<file path="src/rtl/mix_columns_iter.sv">
// mix_columns_iter: iterative AES MixColumns, one column per clock.
// Define MIX_COLUMNS_INV_EN to add the inv port and inverse mode.
module mix_columns_iter #(
  parameter int unsigned COLS     = 4,
  parameter logic [7:0]  RED_POLY = 8'h1B
) (
  input  logic                 clk,
  input  logic                 rst,
  input  logic                 in_valid,
  output logic                 in_ready,
  input  logic [32*COLS-1:0]   in_data,
`ifdef MIX_COLUMNS_INV_EN
  input  logic                 inv,
`endif
  output logic                 out_valid,
  input  logic                 out_ready,
  output logic [32*COLS-1:0]   out_data,
  output logic                 busy
);

  localparam int unsigned W  = 32 * COLS;
  localparam int unsigned CW = (COLS > 1) ? $clog2(COLS) : 1;
  localparam logic [CW-1:0] LAST = CW'(COLS - 1);

  typedef enum logic [1:0] {
    IDLE,
    CALC,
    DONE
  } state_t;

  state_t        state;
  logic [CW-1:0] col;
  logic [W-1:0]  src_reg;
`ifdef MIX_COLUMNS_INV_EN
  logic          inv_reg;
`endif

  logic [31:0] col_in;
  logic [31:0] col_out;
  logic [7:0]  a_b [4];
  logic [7:0]  t2  [4];
  logic [7:0]  k0  [4];
  logic [7:0]  k1  [4];
  logic [7:0]  k2  [4];
  logic [7:0]  k3  [4];
`ifdef MIX_COLUMNS_INV_EN
  logic [7:0]  t4  [4];
  logic [7:0]  t8  [4];
`endif

  function automatic logic [7:0] xt(
    input logic [7:0] x
  );
    return {x[6:0], 1'b0} ^ (x[7] ? RED_POLY : 8'h00);
  endfunction

  always_comb begin
    col_in = '0;
    for (int c = 0; c < COLS; c++) begin
      if (col == CW'(c))
        col_in = src_reg[W-1-32*c -: 32];
    end
  end

  // k0..k3 hold each byte times the four rotated coefficients
  always_comb begin
    for (int r = 0; r < 4; r++) begin
      a_b[r] = col_in[31-8*r -: 8];
      t2[r]  = xt(a_b[r]);
`ifdef MIX_COLUMNS_INV_EN
      t4[r]  = xt(t2[r]);
      t8[r]  = xt(t4[r]);
      k0[r]  = inv_reg ? (t8[r] ^ t4[r] ^ t2[r])
                       : t2[r];
      k1[r]  = inv_reg ? (t8[r] ^ t2[r] ^ a_b[r])
                       : (t2[r] ^ a_b[r]);
      k2[r]  = inv_reg ? (t8[r] ^ t4[r] ^ a_b[r])
                       : a_b[r];
      k3[r]  = inv_reg ? (t8[r] ^ a_b[r])
                       : a_b[r];
`else
      k0[r]  = t2[r];
      k1[r]  = t2[r] ^ a_b[r];
      k2[r]  = a_b[r];
      k3[r]  = a_b[r];
`endif
    end
  end

  always_comb begin
    col_out = '0;
    for (int r = 0; r < 4; r++) begin
      col_out[31-8*r -: 8] = k0[r]
                           ^ k1[(r+1)%4]
                           ^ k2[(r+2)%4]
                           ^ k3[(r+3)%4];
    end
  end

  always_ff @(posedge clk) begin
    if (rst) begin
      state     <= IDLE;
      col       <= '0;
      src_reg   <= '0;
`ifdef MIX_COLUMNS_INV_EN
      inv_reg   <= 1'b0;
`endif
      in_ready  <= 1'b1;
      out_valid <= 1'b0;
      busy      <= 1'b0;
      out_data  <= '0;
    end else begin
      unique case (state)
        IDLE: begin
          if (in_valid) begin
            src_reg  <= in_data;
`ifdef MIX_COLUMNS_INV_EN
            inv_reg  <= inv;
`endif
            col      <= '0;
            state    <= CALC;
            in_ready <= 1'b0;
            busy     <= 1'b1;
          end
        end
        CALC: begin
          for (int c = 0; c < COLS; c++) begin
            if (col == CW'(c))
              out_data[W-1-32*c -: 32] <= col_out;
          end
          if (col == LAST) begin
            col       <= '0;
            state     <= DONE;
            busy      <= 1'b0;
            out_valid <= 1'b1;
          end else begin
            col <= col + CW'(1);
          end
        end
        DONE: begin
          if (out_ready) begin
            state     <= IDLE;
            out_valid <= 1'b0;
            in_ready  <= 1'b1;
          end
        end
        default: begin
          state <= IDLE;
        end
      endcase
    end
  end

endmodule

</file>
<file path="config.mk">
export PLATFORM = sky130hd
export DESIGN_NAME = mix_columns_iter
export DESIGN_NICKNAME = d
export VERILOG_FILES = /design/src/rtl/mix_columns_iter.sv
export SDC_FILE = /design/constraint.sdc
export NUM_CORES = 1
export LEC_CHECK = 0
export ABC_CLOCK_PERIOD_IN_PS = 2400
export CORE_MARGIN = 2
export CORE_UTILIZATION = 45
export DETAILED_ROUTE_END_ITERATION = 12
export PLACE_DENSITY_LB_ADDON = 0.08
export SLEW_MARGIN = 20
export SYNTH_ARGS = -nofsm -noshare
export SYNTH_HDL_FRONTEND = slang
export SYNTH_SLANG_ARGS = --single-unit
</file>
<file path="constraint.sdc">
create_clock -name clk -period 2.4 [get_ports clk]
set_input_delay 0.48 -clock clk [delete_from_list [all_inputs] [get_ports clk]]
set_output_delay 0.48 -clock clk [all_outputs]
set_load 0.01 [all_outputs]
</file>
# Yosys cells after proc, flatten, opt, wreduce, memory -nomap -nowiden
# Cells that the tools add are included.
# W data, S select, Z words.
[classes] addsub=1 n_eq_ne=8 bitwise_logic=20 n_reduce_logical=15 mux=24
[op_table] operator="$mux W32" count=4
[op_table] operator="$xor A8 B8 Y8" count=16
[op_table] operator="$xor A8 B5 Y8" count=4
[op_table] operator="$mux W5" count=4
[op_table] operator="$reduce_and A2 Y1" count=6
[op_table] operator="$reduce_and A3 Y1" count=4
[op_table] operator="$mux W2" count=5
[op_table] operator="$eq A2 B2 Y1 const B" count=3
[op_table] operator="$mux W1" count=6
[op_table] operator="$ne A2 B2 Y1 const B" count=3
[op_table] operator="$pmux W1 S2" count=3
[op_table] operator="$pmux W2 S3" count=1
[op_table] operator="$reduce_bool A2 Y1" count=3
[op_table] operator="$eq A2 B1 Y1 const B" count=2
[op_table] operator="$logic_not A2 Y1" count=2
[op_table] operator="$pmux W2 S2" count=1
[op_table] operator="$add A2 B1 Y2 const B" count=1
[word_totals] inputBits=132 register_bits=263 output_inout_bits=131 word_cells=78

# Longest topological paths before layout
# Gate-level depths: netlist of run 1.
[logic_depth] ltp_word=11 depth_mapped=12 mapped_depth_nobuf=9

# Least setup slack after synthesis of run 1
# No wires, ideal clock.
[synth_path] path_type="flip-flop to flip-flop" start="register col[0]" end="register out_data[126]" arrival_time_ps=2256 setup_ps=128 slack_ps=16 required_ps=2272 synth_period_minus_slack_ps=2384 stages_incl_launch_ff=13 cell_sequence="dfxtp_1 -> inv_1 -> ha_1 -> buf_4 -> buf_4 -> buf_2 -> a21oi_1 -> o21ai_0 -> a22oi_1 -> xnor2_1 -> xor2_1 -> xnor2_1 -> o21ai_0"
[synth_via] elab_chain_cells=10 elab_cells_between_ends=15
[synth_lines] item="start, declared" line_no="32" source="logic [CW-1:0] col;"
[synth_lines] item="start signal, assigned" line_no="137" source="col <= col + CW'(1);"
[synth_lines] item="$logic_not A2 Y1" line_no="60, 128"
[synth_lines] item="$mux W32 (4 in a row)" line_no="60" source="if (col == CW'(c))"
[synth_lines] item="$xor A8 B5 Y8" line_no="54" source="return {x[6:0], 1'b0} ^ (x[7] ? RED_POLY : 8'h00);"
[synth_lines] item="$xor A8 B8 Y8" line_no="83" source="k1[r] = t2[r] ^ a_b[r];"
[synth_lines] item="$xor A8 B8 Y8" line_no="94" source="^ k1[(r+1)%4]"
[synth_lines] item="$xor A8 B8 Y8" line_no="95" source="^ k2[(r+2)%4]"
[synth_lines] item="$xor A8 B8 Y8" line_no="96" source="^ k3[(r+3)%4];"
[synth_lines] item="end signal, assigned by index" line_no="129" source="out_data[W-1-32*c -: 32] <= col_out;"
[synth_lines] item="end, declared" line_no="17" source="output logic [32*COLS-1:0] out_data,"
# Parallel ways exist; a longest one is shown, timed or not.
# A chain may end at the register's enable or synchronous reset.

# Worst setup path after layout of run 1
[layout_path] start="register col[1]" end="register out_data[107]"
[layout_via] elab_chain_cells=11 elab_cells_between_ends=17
[layout_lines] item="$logic_not A2 Y1" line_no="60, 128"
[layout_lines] item="$mux W32 (4 in a row)" line_no="60"
[layout_lines] item="$mux W5" line_no="54"
[layout_lines] item="$xor A8 B5 Y8" line_no="54"
[layout_lines] item="$xor A8 B8 Y8" line_no="83"
[layout_lines] item="$xor A8 B8 Y8" line_no="94"
[layout_lines] item="$xor A8 B8 Y8" line_no="95"
[layout_lines] item="$xor A8 B8 Y8" line_no="96"
# Parallel ways exist; a longest one is shown, timed or not.

==> impl_metrics.json, run 1 <==
{
  "critPathArrivalTime_ns": 2.93,
  "dieArea_mm2": 0.02583,
  "wire_per_inst_um": 18.44,
  "crit_fanout": 17,
  "cts_tree": "built",
  "final_antenna_net_count": 0,
  "rows": 57,
  "cts_root_buf": "clkbuf_16",
  "area_growth_pct": 57.94,
  "fin_crit_ns": 2.509,
  "max_slew_margin_pct": 55.09,
  "netlist_top_cells_count": "313 x nand2_1, 263 x dfxtp_1, 147 x a21oi_1",
  "synth.avg_cell_area_um2": 8.784,
  "critPathSlowestCell": "dfxtp_4",
  "syn_nets": 1394,
  "drc": 0,
  "grt_pass1_vias": 9623,
  "path_buf_inv": 4,
  "vias_per_cell": 5.229,
  "rsz0062_at_grt": "yes",
  "grt_antenna_before_repair": 0,
  "ys_seq_area_share_pct": 47.64,
  "synth.top_cell.area_share_pct": 47.64,
  "cp-end-kind": "register",
  "via_count": 10230,
  "required_ns": 2.82,
  "min_path_type": "in -> reg",
  "grt_pass1_wl_um": 52780,
  "peakVddDrop_mv": 0.4330,
  "clock_skew_ns": 0.01621,
  "clk_pin_slew_ns": 0.06,
  "cts_buffers": 27,
  "ys_seq_elements": 263,
  "dp_cells": 1871,
  "routed_wl_um": 36070,
  "start_util_pct": 45.57,
  "holdBufCountCts": 0,
  "grt_usage_pct": 25.79,
  "hold_viol_final": 0,
  "dpl.hpwl_um": 24970,
  "synth_edf_count": 0,
  "status": "finished, violations left",
  "antenna_cells": 0,
  "cts_num_sinks": 263,
  "violations": "negative setup slack",
  "register_area_mm2": 0.005273,
  "synth.most_common_cell": "nand2_1",
  "cap_violations": 0,
  "path_delay_family": "compound AO/OA/AOI/OAI gates",
  "fill_cells": 1845,
  "powerDensity_mw_per_mm2": 742.2,
  "multi_input_area_mm2": 0.006499,
  "ys_types": 31,
  "finalSetupViolCount": 62,
  "first_pass_iters": 5,
  "synthesis.instances": 1258,
  "finish.net_count": 1748,
  "crit_type": "reg -> reg",
  "die_h_um": 160.7,
  "grt_start_max_net_pins": 137,
  "fmax_mhz": 398.6,
  "leakage_nw": 6.610,
  "synth_area_leaders": "dfxtp_1 48%, nand2_1 11%, a22o_1 9.6%",
  "syn_area_mm2": 0.01105,
  "layoutNonFillerInstCount": 1956,
  "power_mw": 12.95,
  "setup_ws_ns": -0.1089,
  "yosys.area.top_type": "dfxtp_1",
  "critical_path.cell_chain": "ha_4 > buf_12 > buf_4 > a22o_4 > a31oi_2 > buf_6 > xnor2_4 > xor2_2 > xnor2_2 > buf_4 > a22o_1",
  "chipWidth_um": 160.7,
  "htreeDepth": 1,
  "startpoint_type": "register",
  "drive_gt1_share_pct": 22.73,
  "async_reset_ff_share_pct": 0,
  "coreArea_mm2": 0.02425,
  "num_io_pins": 263,
  "min_period_over_period_pct": 104.5,
  "synth_ff_type": "dfxtp_1",
  "clkLatencyLatePin_ns": 0.53,
  "clockBufferDepth": 3,
  "path_common_cell": "buf_4",
  "max_stage_delay_ns": 0.37,
  "drt-initial-drc-count": 738,
  "place_congestion": 0.8840,
  "slew_violations": 0,
  "overflow": 0,
  "portBuffers": 262,
  "tightest_slew_ns": 0.6737,
  "ys_warn_count": 0
}
[what timing repair did]
item,4_1_cts,5_1_grt
pin swaps,16,72
gates cloned,1,1
gates resized for setup,89,137
buffers inserted,17,22
setup endpoints to repair,124,127
[routing by layer]
metal / track usage [%] / vias up / part of all wire [%]
met3: 3.512 / 77 / 5.7
met5: 0 / - / 0
met4: 9.172 / 0 / 3.9
li1: - / 4944 / -
met2: 44.87 / 367 / 49
met1: 32.92 / 4840 / 41
[worst paths after layout]
path	start	cells after the start	end	slack (ns)
min reg2reg	out_data[88]	2	out_data[88]	0.45
min	rst	2	out_data[22]	0.36
max reg2reg	col[1]	11	out_data[107]	-0.11
max	col[1]	11	out_data[107]	-0.11
[layout make-up]
class | count | share of cell area, %
clock inverters | 8 | 0.5950
clock buffers | 41 | 4.689
multi-input cells | 865 | 37.24
well taps | 324 | 2.323
repair buffers | 421 | 24.20
inverters | 34 | 0.7456
flip-flops and latches | 263 | 30.21
[stage by stage]
stage	hold WS (ns)	setup TNS (ns)	worst slack [ns]	area, um2	utilization, %
2_1_floorplan	0.4363	0	0.01644	11050	-
3_3_place_gp	0.4373	-14.59	-0.3153	14770	60.90
3_5_place_dp	0.4443	-16.93	-0.3268	14770	60.90
4_1_cts	0.3427	-0.8456	-0.07953	16490	68.02
5_1_grt	0.3725	-9.111	-0.1983	17450	71.98
6_report	0.3631	-2.799	-0.1089	17450	71.98
[cell families (layout without fill, tap and decap cells)]
kind of cell,Yosys count,count (layout),share of synthesized area (%)
AOI/OAI and AO/OA,340,340,22.33
xor gates and xnor gates,107,107,9.217
adders and majority gates,4,4,0.4529
buffers and inverters,130,504,4.937
DFF,263,263,47.64
and+or+nand+nor,414,414,15.42
[cell usage in the layout, fill, tap and decap left out, drive strengths merged, types with 35 or more instances in the layout]
| cell type | n |
|---|---|
| nand2 | 313 |
| dfxtp | 263 |
| clkdlybuf4s50 | 261 |
| buf | 159 |
| a21oi | 147 |
| a22o | 121 |
| xnor2 | 97 |
| nor2 | 58 |
| clkbuf | 42 |
| inv | 35 |
[power breakdown]
group          total [mW]  internal, mW  switching (mW)
Sequential           4.77          4.61           0.164
Combinational        3.89          2.00            1.89
Clock                4.30          2.56            1.73
No activity file was read; power rests on OpenSTA's default activity.
==> run 2, diff against run 1 <==
--- a/config.mk
+++ b/config.mk
@@ -7,4 +7,5 @@
 export LEC_CHECK = 0
 export ABC_CLOCK_PERIOD_IN_PS = 2400
+export CORE_ASPECT_RATIO = 1.75
 export CORE_MARGIN = 2
 export CORE_UTILIZATION = 45
==> constraint.sdc (replaced) <==
create_clock -name clk -period 2.4 [get_ports clk]
set_input_delay 0.48 -clock clk [delete_from_list [all_inputs] [get_ports clk]]
set_output_delay 0.48 -clock clk [all_outputs]
set_load 0.005 [all_outputs]
==> run 2 against run 1 <==
  * The flow still finishes with violations (negative setup slack)
  * Sequential cell count unchanged
  * Cell count fell by 1.8%
  * Global-route usage grew 3.1 points
  * Critical path depth is 1 higher
  * Clock power decreased by 7.4%
  * First-iteration DRC count fell by 11%
  * Via count is essentially flat
  * Sequential power about the same
  * Total power fell by 3.7%
  * Maximum frequency shrank 1.4%
  * Count of clock-buffer cells in the layout decreased by 7
  * Critical path type unchanged
  * Highest routed layer unchanged
==> impl_metrics.json, run 2 (synthesis gave the netlist of run 1 again) <==
{
  "tightest_slew_ns": 0.9826,
  "chipWidth_um": 122.5,
  "rsz0062_at_grt": "yes",
  "htreeDepth": 1,
  "die_h_um": 211.3,
  "rows": 75,
  "routed_wl_um": 38540,
  "drt-initial-drc-count": 659,
  "p_clk_share_pct": 31.9,
  "clock_skew_ns": 0.008244,
  "first_pass_iters": 5,
  "cts_num_sinks": 263,
  "min_period_over_period_pct": 106.0,
  "required_ns": 2.82,
  "crit_fanout": 11,
  "cts_root_buf": "clkbuf_16",
  "portBuffers": 262,
  "via_count": 10230,
  "dieArea_mm2": 0.02588,
  "clockBufferDepth": 3,
  "p_comb_share_pct": 29.8,
  "min_to": "src_reg[12]",
  "layout_commonest_cell": "nand2_1",
  "area_growth_pct": 53.65,
  "cap_violations": 0,
  "vias_per_cell": 5.323,
  "cts_buffers": 24,
  "drc": 0,
  "final_cell_mix": "313 x nand2_1, 261 x dfxtp_1, 261 x clkdlybuf4s50_1, 142 x a21oi_1, 118 x a22o_1",
  "cts_tree": "built",
  "power_mw": 12.47,
  "clk_pin_slew_ns": 0.06,
  "holdBufCountCts": 0,
  "min_path_type": "in -> reg",
  "place_ws_ns": -0.5722,
  "antenna_cells": 0,
  "dp_cells": 1848,
  "leakage_nw": 6.425,
  "clkLatencyLatePin_ns": 0.53,
  "fin_util_pct": 70.68,
  "overflow": 0,
  "finish.net_count": 1732,
  "finalSetupViolCount": 63,
  "rrSetupSlack_ns": -0.14,
  "setup_ws_ns": -0.1448,
  "max_slew_margin_pct": 34.43,
  "layoutNonFillerInstCount": 1921,
  "sw_frac_of_total_pct": 29.27,
  "grt_pass1_vias": 10110,
  "powerDensity_mw_per_mm2": 734.6,
  "hold_viol_final": 0,
  "hold_start": "rst",
  "p_int_mw": 8.823,
  "register_area_mm2": 0.005273,
  "hold_depth": 2,
  "r2r_end": "out_data[1]",
  "grt_antenna_before_repair": 0,
  "pwr-share-seq_pct": 38.3,
  "slew_violations": 0,
  "num_io_pins": 263,
  "drive_gt1_share_pct": 21.08,
  "wire_per_inst_um": 20.06,
  "fmax_mhz": 393.0,
  "coreArea_mm2": 0.02402,
  "status": "finished, violations left",
  "cp-end-kind": "register",
  "multi_input_area_mm2": 0.006276,
  "critPathArrivalTime_ns": 2.97,
  "grt_pass1_wl_um": 56610,
  "grt_usage_pct": 28.91,
  "violations": "negative setup slack",
  "start_util_pct": 46.00,
  "place_congestion": 0.9381,
  "final_antenna_net_count": 0,
  "dpl.hpwl_um": 28860,
  "fin_crit_ns": 2.545,
  "fill_cells": 1903,
  "crit_type": "reg -> reg",
  "peakVddDrop_mv": 0.5374,
  "r2r_start": "col[0]",
  "grt_start_max_net_pins": 82,
  "ff2ff_path_depth": 12,
  "startpoint_type": "register",
  "p_switching_mw": 3.650
}
run 2: repair_timing:
action                                  in CTS  in global routing
resized for setup                           95                 91
setup buffers                               19                 11
pin swaps                                   25                 34
gates cloned                                 0                  2
hold endpoints to repair                     0                  0
endpoints found under the setup margin     128                127
run 2: routing by layer:
metal	wire [um]	vias to the layer above	GRT usage [%]
met5	0	-	0
met4	2447	0	15.77
met3	1246	113	2.586
met2	21820	319	56.49
met1	13020	4869	29.12
li1	-	4925	-
run 2: worst max-delay path by stage:
stage | to | from | slack [ns] | cells past startpoint
floorplan | out_data[126] | col[0] | 0.02 | 12
global placement | out_data[121] | col[0] | -0.54 | 11
detailed placement | out_data[89] | col[0] | -0.57 | 11
CTS | out_data[89] | col[1] | -0.11 | 13
global route | out_data[1] | col[0] | -0.21 | 12
finish | out_data[1] | col[0] | -0.14 | 12
run 2: worst max-delay path: stages, from the launching register on:
cell,delay (ns)
dfxtp_4,0.38
buf_6,0.11
ha_4,0.21
buf_6,0.17
nor2_1,0.06
a22o_4,0.24
a31oi_4,0.20
buf_12,0.15
xnor2_4,0.10
buf_4,0.15
xnor2_1,0.26
xnor2_2,0.15
a22o_1,0.23
run 2: cell type report:
| type | instances | area share (%) |
|---|---|---|
| Multi-Input combinational cell | 865 | 36.96 |
| Sequential cell | 263 | 31.05 |
| Timing Repair Buffer | 408 | 24.10 |
| Clock buffer | 34 | 4.237 |
| Tap cell | 308 | 2.270 |
| Inverter | 34 | 0.7517 |
| Clock inverter | 9 | 0.6190 |
run 2: power by group through the flow:
stage               Clock, mW  Sequential (mW)  Combinational, mW
global route             4.20             4.80               3.90
global placement            0             4.87               2.75
detailed placement          0             4.87               2.77
finish                   3.98             4.78               3.71
CTS                      4.02             4.78               3.36
floorplan                   0             4.82               1.51
run 2: through the flow:
| stage | setup TNS [ns] | area (um2) | hold WS (ns) |
|---|---|---|---|
| after global routing | -9.802 | 16980 | 0.3212 |
| after global placement | -30.37 | 14660 | 0.4358 |
| final | -4.099 | 16980 | 0.3290 |
| after detailed placement | -36.16 | 14660 | 0.4466 |
| after CTS | -3.992 | 16360 | 0.2975 |
| after floorplan | 0 | 11050 | 0.4363 |
==> patch: new RTL, settings of run 2 <==
Change the parameter `COLS` from 4 to 8.
--- a/src/rtl/mix_columns_iter.sv
+++ b/src/rtl/mix_columns_iter.sv
@@ -1,7 +1,7 @@
 // mix_columns_iter: iterative AES MixColumns, one column per clock.
 // Define MIX_COLUMNS_INV_EN to add the inv port and inverse mode.
 module mix_columns_iter #(
-  parameter int unsigned COLS     = 4,
+  parameter int unsigned COLS     = 8,
   parameter logic [7:0]  RED_POLY = 8'h1B
 ) (
   input  logic                 clk,
Ports: changed (resized in_data and out_data); port bits go from 263 to 519. No check against the original RTL was run, so the function may have changed too.
==> patch against run 2 <==
The flow still finishes with violations (negative setup slack). Final area up 90%. Setup slack got worse by 0.60 ns. Final cell count rose by 93%. Sequential cell count rose by 257. Wire length grew 130%. Area after synthesis is 91% higher. Total power rose by 92%. Via count rose by 100%. Critical endpoint is now out_data[24].
==> patch: results (changes against run 2) <==
Run status
  • Status: finished with violations (unchanged)
  • Failing checks: negative setup slack (unchanged)

Synth
  • Multiplexer area fraction after synthesis: 0% (unchanged)
  • Adder-Cell Fraction of Synth Area: 0.355% (was 0.453%)
  • Area contributors post-synth: dfxtp_1, nand2_1, a21oi_1 (was dfxtp_1, nand2_1, a22o_1)
  • Compound-cell area share of the yosys netlist: 23.5% (was 22.3%)
  • Top cells by count, synth: nand2_1, dfxtp_1, a21oi_1, a22o_1, clkbuf_1 (was nand2_1, dfxtp_1, a21oi_1, a22o_1, xnor2_1)
  • Synth cell types: 51 (was 31)
  • Post-Synth XOR/XNOR Area: 6.15% (was 9.22%)
  • Mapped Nets: 2733 (was 1394)
  • Async S/R FF share, synth: 0% (unchanged)
  • Post-synthesis sequential area ratio: 49.2% (was 47.6%)
  • Ys flop type: dfxtp_1 (unchanged)

Worst setup path
  • Max stage delay cell, worst path: dfxtp_2 (was dfxtp_4)
  • Arr. time, crit path: 3.61 ns (was 2.97 ns)
  • CP max FO: 8 (was 11)
  • Worst path max stage delay: 0.36 ns (was 0.38 ns)

Routing
  • Wl on met1: 28800 microns (was 13000 microns)
  • Final wirelength: 90100 microns (was 38500 microns)
  • Detailed-route DRC error count: 0 (unchanged)
  • Vias per Instance: 5.61 (was 5.32)
  • Routed met3 length: 4360 microns (was 1250 microns)
  • Met2 routed WL: 48200 microns (was 21800 microns)
  • Initial drt markers: 1591 (was 659)

Placement
  • Gp weighted congestion: 1.04 (was 0.938)
  • Post-DP HPWL: 67000 microns (was 28900 microns)
  • # port buffers: 518 (was 262)

Timing
  • Setup violations, final: 256 (was 63)
  • Clock Skews: 0.0235 ns (was 0.00824 ns)
  • TNS Setup: -165.11 ns (was -4.10 ns)
  • Slew @ Worst Pin: 1.05 ns (was 0.983 ns)
  • Worst setup margin: -0.742 ns (was -0.145 ns)

Global routing
  • Largest net degree at the start of global routing: 171 (was 82)
  • First-pass GRT wire length: 128000 microns (was 56600 microns)
  • Vias in the first global route: 20700 (was 10100)
  • Global-route usage over all layers: 35.3% (was 28.9%)

CTS
  • TritonCTS Buffers: 47 (was 24)
  • Worst skew pair latency: 0.58 ns (was 0.53 ns)
  • H-tree levels: 2 (was 1)

Power
  • VDD IR max: 0.550 mV (was 0.537 mV)
  • NetSw: 7.15 mW (was 3.65 mW)
  • Leakage: 12.1 nW (was 6.43 nW)

Layout
  • Layout cells sized above 1: 18.2% (was 21.1%)
==> patch: logic make-up after synthesis <==
kind of cell | count (synthesis)
adder cells (fa/ha/maj) | 6
AND/OR/NAND/NOR | 798
flip-flops | 520
buffers and inverters | 267
XOR/XNOR | 109
AO/OA/AOI/OAI | 767
==> patch: layout make-up <==
type / count / area (sq um)
clock inverters: 21 / 272
fillers: 3734 / 14400
well taps: 588 / 736
inverters: 67 / 254
clock buffers: 63 / 1360
repair buffers: 775 / 8030
multi-input cells: 1680 / 11100
flip-flops and latches: 520 / 10400
==> patch: per-layer routing <==
metal	up-vias	track usage, %
li1	9615	-
met1	9869	33.2
met2	1004	67.5
met3	350	3.91
met4	0	29.2
met5	-	0
==> patch: final timing paths <==
check                     start             to  slack (ns)  depth (start not counted)
setup / recovery         col[0]   out_data[24]       -0.74                         14
hold / removal              rst   src_reg[144]        0.27                          2
setup reg to reg         col[0]   out_data[24]       -0.74                         14
hold reg to reg   out_data[233]  out_data[233]        0.45                          2
==> patch: worst reg2reg max path: stages, from the launching register on <==
cell     delay (ns)
dfxtp_2        0.36
inv_2          0.06
buf_4          0.14
ha_4           0.24
buf_16         0.19
or2_4          0.31
a21oi_2        0.18
a21oi_4        0.09
o21ai_4        0.28
buf_12         0.18
xor2_4         0.23
xor2_2         0.30
xnor2_4        0.12
buf_12         0.15
a22o_1         0.21
==> patch: through the flow <==
step	hold slack [ns]	cell area, sq um	cells	setup WS (ns)	util, %
after floorplan	0.431	21500	2467	-0.450	-
after global placement	0.434	28700	3572	-1.07	61.5
after detailed placement	0.437	28700	3572	-1.14	61.5
after CTS	0.226	31900	3707	-0.636	68.3
after global routing	0.256	32200	3714	-0.810	69.0
final	0.265	32200	3714	-0.742	69.0
==> patch: repair_timing <==
action                                 in CTS  in global routing
endpoints found under the hold margin       0                  0
setup buffers                              48                  6
setup endpoints to repair                 256                256
gates cloned                                4                  1
pin swaps                                  70                 21
resized for setup                         130                 36
==> patch: power groups by stage <==
| stage | registers (mW) | logic, mW | clock network, mW |
|---|---|---|---|
| after floorplan | 9.34 | 2.58 | 0 |
| after global placement | 9.43 | 5.08 | 0 |
| after detailed placement | 9.44 | 5.16 | 0 |
| after CTS | 9.25 | 6.41 | 8.05 |
| after global routing | 9.28 | 6.96 | 8.41 |
| final | 9.25 | 6.74 | 7.98 |
